[src/rtl/pc_seq.sv]
// Program-counter sequencer with increment/jump/branch/call/return/hold modes
// and a LIFO return-address stack with sticky overflow/underflow flags.
module pc_seq #(
  parameter int                 ADDR_W    = 8,
  parameter int                 RAS_DEPTH = 4,
  parameter logic [ADDR_W-1:0]  RESET_VEC = '0
) (
  input  logic              clk_pc,
  input  logic              rst_pc,
  input  logic              write_pc,
  input  logic [2:0]        pc_mode,
  input  logic [ADDR_W-1:0] cBusData,
  output logic [ADDR_W-1:0] addr_PC,
  output logic              ras_empty,
  output logic              ras_full,
  output logic              ras_ovf,
  output logic              ras_unf
);

  localparam int SP_W  = $clog2(RAS_DEPTH + 1);
  localparam int IDX_W = (RAS_DEPTH > 1) ? $clog2(RAS_DEPTH) : 1;
  localparam logic [SP_W-1:0] SP_FULL = SP_W'(RAS_DEPTH);

  typedef enum logic [2:0] {
    MODE_INC  = 3'd0,
    MODE_JMP  = 3'd1,
    MODE_BRA  = 3'd2,
    MODE_CALL = 3'd3,
    MODE_RET  = 3'd4,
    MODE_HOLD = 3'd5
  } mode_e;

  function automatic logic [ADDR_W-1:0] pc_inc(input logic [ADDR_W-1:0] pc);
    return pc + ADDR_W'(1);
  endfunction

  // Offset is relative to the current PC; the sum wraps modulo 2^ADDR_W.
  function automatic logic [ADDR_W-1:0] pc_branch(input logic [ADDR_W-1:0] pc,
                                                  input logic [ADDR_W-1:0] raw_off);
    logic signed [ADDR_W-1:0] off;
    off = signed'(raw_off);
    return pc + ADDR_W'(unsigned'(off));
  endfunction

  logic [ADDR_W-1:0] pc_q, pc_d;
  logic [SP_W-1:0]   sp_q, sp_d;
  logic              ovf_q, ovf_d;
  logic              unf_q, unf_d;
  logic [ADDR_W-1:0] ras_q [RAS_DEPTH];

  logic              push_en;
  logic [IDX_W-1:0]  push_idx;
  logic [IDX_W-1:0]  pop_idx;
  logic              sp_empty;
  logic              sp_full;

  assign sp_empty = (sp_q == '0);
  assign sp_full  = (sp_q == SP_FULL);
  assign push_idx = IDX_W'(sp_q);
  assign pop_idx  = IDX_W'(sp_q - SP_W'(1));

  always_comb begin
    pc_d    = pc_q;
    sp_d    = sp_q;
    ovf_d   = ovf_q;
    unf_d   = unf_q;
    push_en = 1'b0;
    if (write_pc) begin
      case (pc_mode)
        MODE_JMP: pc_d = cBusData;
        MODE_BRA: pc_d = pc_branch(pc_q, cBusData);
        MODE_CALL: begin
          pc_d = cBusData;
          if (sp_full) begin
            ovf_d = 1'b1;
          end else begin
            push_en = 1'b1;
            sp_d    = sp_q + SP_W'(1);
          end
        end
        MODE_RET: begin
          if (sp_empty) begin
            pc_d  = pc_inc(pc_q);
            unf_d = 1'b1;
          end else begin
            pc_d = ras_q[pop_idx];
            sp_d = sp_q - SP_W'(1);
          end
        end
        MODE_HOLD: pc_d = pc_q;
        default:   pc_d = pc_inc(pc_q);
      endcase
    end
  end

  always_ff @(posedge clk_pc) begin
    if (rst_pc) begin
      pc_q  <= RESET_VEC;
      sp_q  <= '0;
      ovf_q <= 1'b0;
      unf_q <= 1'b0;
    end else begin
      pc_q  <= pc_d;
      sp_q  <= sp_d;
      ovf_q <= ovf_d;
      unf_q <= unf_d;
    end
  end

  // Stack storage is datapath: no reset, entries above sp are don't-care.
  always_ff @(posedge clk_pc) begin
    if (push_en) begin
      ras_q[push_idx] <= pc_inc(pc_q);
    end
  end

  assign addr_PC   = pc_q;
  assign ras_empty = sp_empty;
  assign ras_full  = sp_full;
  assign ras_ovf   = ovf_q;
  assign ras_unf   = unf_q;

endmodule
[config.mk]
export PLATFORM = sky130hd
export DESIGN_NAME = pc_seq
export DESIGN_NICKNAME = d
export VERILOG_FILES = /design/src/rtl/pc_seq.sv
export SDC_FILE = /design/constraint.sdc
export NUM_CORES = 1
export LEC_CHECK = 0
export ABC_AREA = 1
export BUFFER_PORTS_ARGS = -buffer_cell sky130_fd_sc_hd__buf_2
export CAP_MARGIN = 20
export CELL_PAD_IN_SITES_DETAIL_PLACEMENT = 2
export CELL_PAD_IN_SITES_GLOBAL_PLACEMENT = 2
export CORE_MARGIN = 2
export CORE_UTILIZATION = 35
export CTS_CLUSTER_SIZE = 28
export DETAILED_ROUTE_END_ITERATION = 10
export PLACE_DENSITY_LB_ADDON = 0.1
export SETUP_SLACK_MARGIN = 0.5
export SLEW_MARGIN = 20
export SYNTH_ARGS = -nofsm -noshare
export SYNTH_HDL_FRONTEND = slang
export SYNTH_SLANG_ARGS = --single-unit
[constraint.sdc]
create_clock -name clk_pc -period 2.3 [get_ports clk_pc]
set_clock_uncertainty 0.1 [all_clocks]
set_input_delay 0.115 -clock clk_pc [delete_from_list [all_inputs] [get_ports clk_pc]]
set_output_delay 0.115 -clock clk_pc [all_outputs]
set_load 0.01 [all_outputs]
==> metrics.yaml <==
outcome:
  status: "finished clean"
synth:
  ys_seq_area_frac: 0.465
  synthesis.area_per_instance_um2: 8.10
  synthFlopType: "edfxtp_1"
  yosys.area.top_type: "edfxtp_1"
  yosysWarnings: 0
  fraction_of_synthesized_cell_area_taken_by_the_top_area_cell_type: 0.366
  netlist_area_mm2: 0.00262
  yosys_register_bits: 45
  yosys-top-cells-area: "edfxtp_1 37%, nand2_1 12%, dfxtp_1 9.9%, nand3_1 7.6%, ha_1 6.2%"
  share_of_flip_flops_with_an_asynchronous_set_or_reset: 0
  synth_fp_nets: 352
  synth-edff-count: 32
  synth_cells: 324
  post_synth_num_cell_types: 29
floorplanning:
  floorplan.die_area_mm2: 0.00820
  core_area_mm2: 0.00725
  floorplan.initialDensity: 0.362
  design.portCount: 26
  floorplan.die.height_um: 90.6
  floorplan.rows: 31
  die_w_um: 90.6
detailed_routing:
  routed_wirelength_um: 8080
  antenna_violating_nets_left: 0
  detail_route.wl_per_cell_um: 17.3
  post-route-drc-count: 0
  drc_marker_count_from_the_first_detailed_route_iteration: 83
  num_vias: 2276
  drt-pass1-iter-count: 4
  via_density_per_instance: 4.88
power:
  power.leakage_nw: 1.40
  peak_supply_drop_v: 0.000202
  power.density_mw_per_mm2: 550
  p_seq_frac: 0.523
  p_comb_frac: 0.202
  switching_power_w: 0.000520
  sw_frac_of_total: 0.296
  clock_power_share: 0.276
  power.total_w: 0.00175
  p_int_w: 0.00123
cells_and_area:
  num-nets-final: 394
  diodes: 0
  layout.cells.most_common_list: "84 x nand2_1, 39 x inv_1, 36 x nand3_1"
  final_util: 0.440
  flow.area_growth_from_synthesis_pct: 21.5
  mostFrequentLayoutCell: "nand2_1"
  post_route_cells_drive_above_1_share: 0.229
sta:
  slew_viol_final: 0
  rsz0062_at_grt: "true"
  setup_total_negative_slack_ns: 0
  final_hold_viol_count: 0
  final.period_utilization: 0.764
  final-setup-viol-count: 0
  worstMarginPinSlew_ns: 0.506
  maxClockFrequency_mhz: 569
  period_needed_ns: 1.76
  maxSlewHeadroom: 0.662
global_routing:
  grt_start_max_net_pins: 18
  number_of_global_route_vias_before_repair: 2462
  global_route_wire_length_before_repair_um: 13200
  grt.overflow.total: 0
  grt_antenna_before_repair: 0
  grtUsageTotal: 0.206
cts:
  maximum_clock_path_buffer_count: 2
  cts.htree.levels: 2
  clock_latency_late_sink_ns: 0.30
  cts_root_buf: "clkbuf_8"
  clk_pin_slew_worst_paths_ns: 0.08
  cts_sinks: 45
  holdBufCountCts: 0
  cts_made_buffers: 5
  cts_tree: "yes"
setup_path:
  cp.arrival_ns: 1.89
  timing.critical_path.required_ns: 2.43
  crit_path_start_kind: "flop"
  rrSetupSlack_ns: 0.54
  crit_path_max_fanout: 5
  path_class: "reg -> reg"
  critical_path.endpoint_type: "flop"
placed_design:
  dp_hpwl_um: 5960
  place_congestion: 0.793
  place.port_buffers: 25
flow_run:
  max_cap_viol_count: 0
hold_path:
  hold_path.class: "in -> reg"
## timing repair
| action | CTS | global route |
|---|---|---|
| resized for setup | 8 | 18 |
| gates cloned | 1 | 0 |
| pin swaps | 1 | 7 |
| endpoints found under the setup margin | 33 | 24 |
| setup buffers | 3 | 7 |
## cell type report
class,instances,area (um^2)
clock buffer,7,76.3
clock inverter,1,3.75
fill,840,4070
inverter,44,169
multi-input combinational,230,1320
sequential,45,1230
tap,99,124
timing repair buffer,39,259
timing repair inverter,1,7.51
## critical path, stage by stage, from the launching register on
cell	delay, ns
dfxtp_4	0.36
inv_2	0.09
ha_4	0.15
inv_1	0.09
nor2_4	0.20
nand3_4	0.14
nand2_4	0.13
inv_2	0.06
nor2_1	0.14
nor2_1	0.09
a21oi_1	0.13
## synthesized netlist by cell type (4+ instances only)
| master | count |
|---|---|
| nand3_1 | 40 |
| edfxtp_1 | 32 |
| xor2_1 | 4 |
| a21oi_1 | 17 |
| ha_1 | 13 |
| dfxtp_1 | 13 |
| inv_1 | 41 |
| o21ai_0 | 11 |
| nand2_1 | 84 |
| nor2_1 | 35 |
| nand2_2 | 4 |
## per-stage QoR
step                cells  hold WS (ns)  setup slack [ns]  instance area (um^2)
floorplan             324         0.177             0.530                  2650
global placement      447         0.319             0.517                  2900
detailed placement    447         0.329             0.387                  2900
CTS                   459       0.00657             0.504                  3040
global route          466        0.0205             0.427                  3190
finish                466       0.00614             0.543                  3190
## layer usage
layer	routed length, um	global-route usage
met5	0	0
met4	89	0.0462
met3	184	0.0225
met2	3980	0.350
met1	3830	0.282
## final timing paths
kind / from / end / cells after the start
setup / recovery: sp_q[1] / addr_PC[5] / 10
setup reg to reg: sp_q[1] / addr_PC[5] / 10
hold reg to reg: ras_unf / ras_unf / 2
hold / removal: rst_pc / sp_q[2] / 2
## flip-flops by register name, indices dropped and copies added, names as in the netlist
name and count:
ras_q 32, addr_PC 8, sp_q 3, ras_ovf 1, ras_unf 1
## logic make-up (layout without fill, tap and decap cells)
family	Yosys count	after routing	share of synthesized area
AOI/OAI and AO/OA	37	37	0.0835
xor gates and xnor gates	7	7	0.0234
adders and majority gates	14	14	0.0696
buffers and inverters	49	92	0.0711
DFF	45	45	0.465
and+or+nand+nor	172	172	0.287
## power by group through the flow
stage | logic (W) | registers [W] | clock network [W]
floorplan | 0.000200 | 0.000936 | 0
global placement | 0.000303 | 0.000933 | 0
detailed placement | 0.000318 | 0.000935 | 0
CTS | 0.000334 | 0.000917 | 0.000488
global route | 0.000406 | 0.000921 | 0.000519
finish | 0.000354 | 0.000917 | 0.000484
Note: power is estimated with default switching activity, not from simulation.
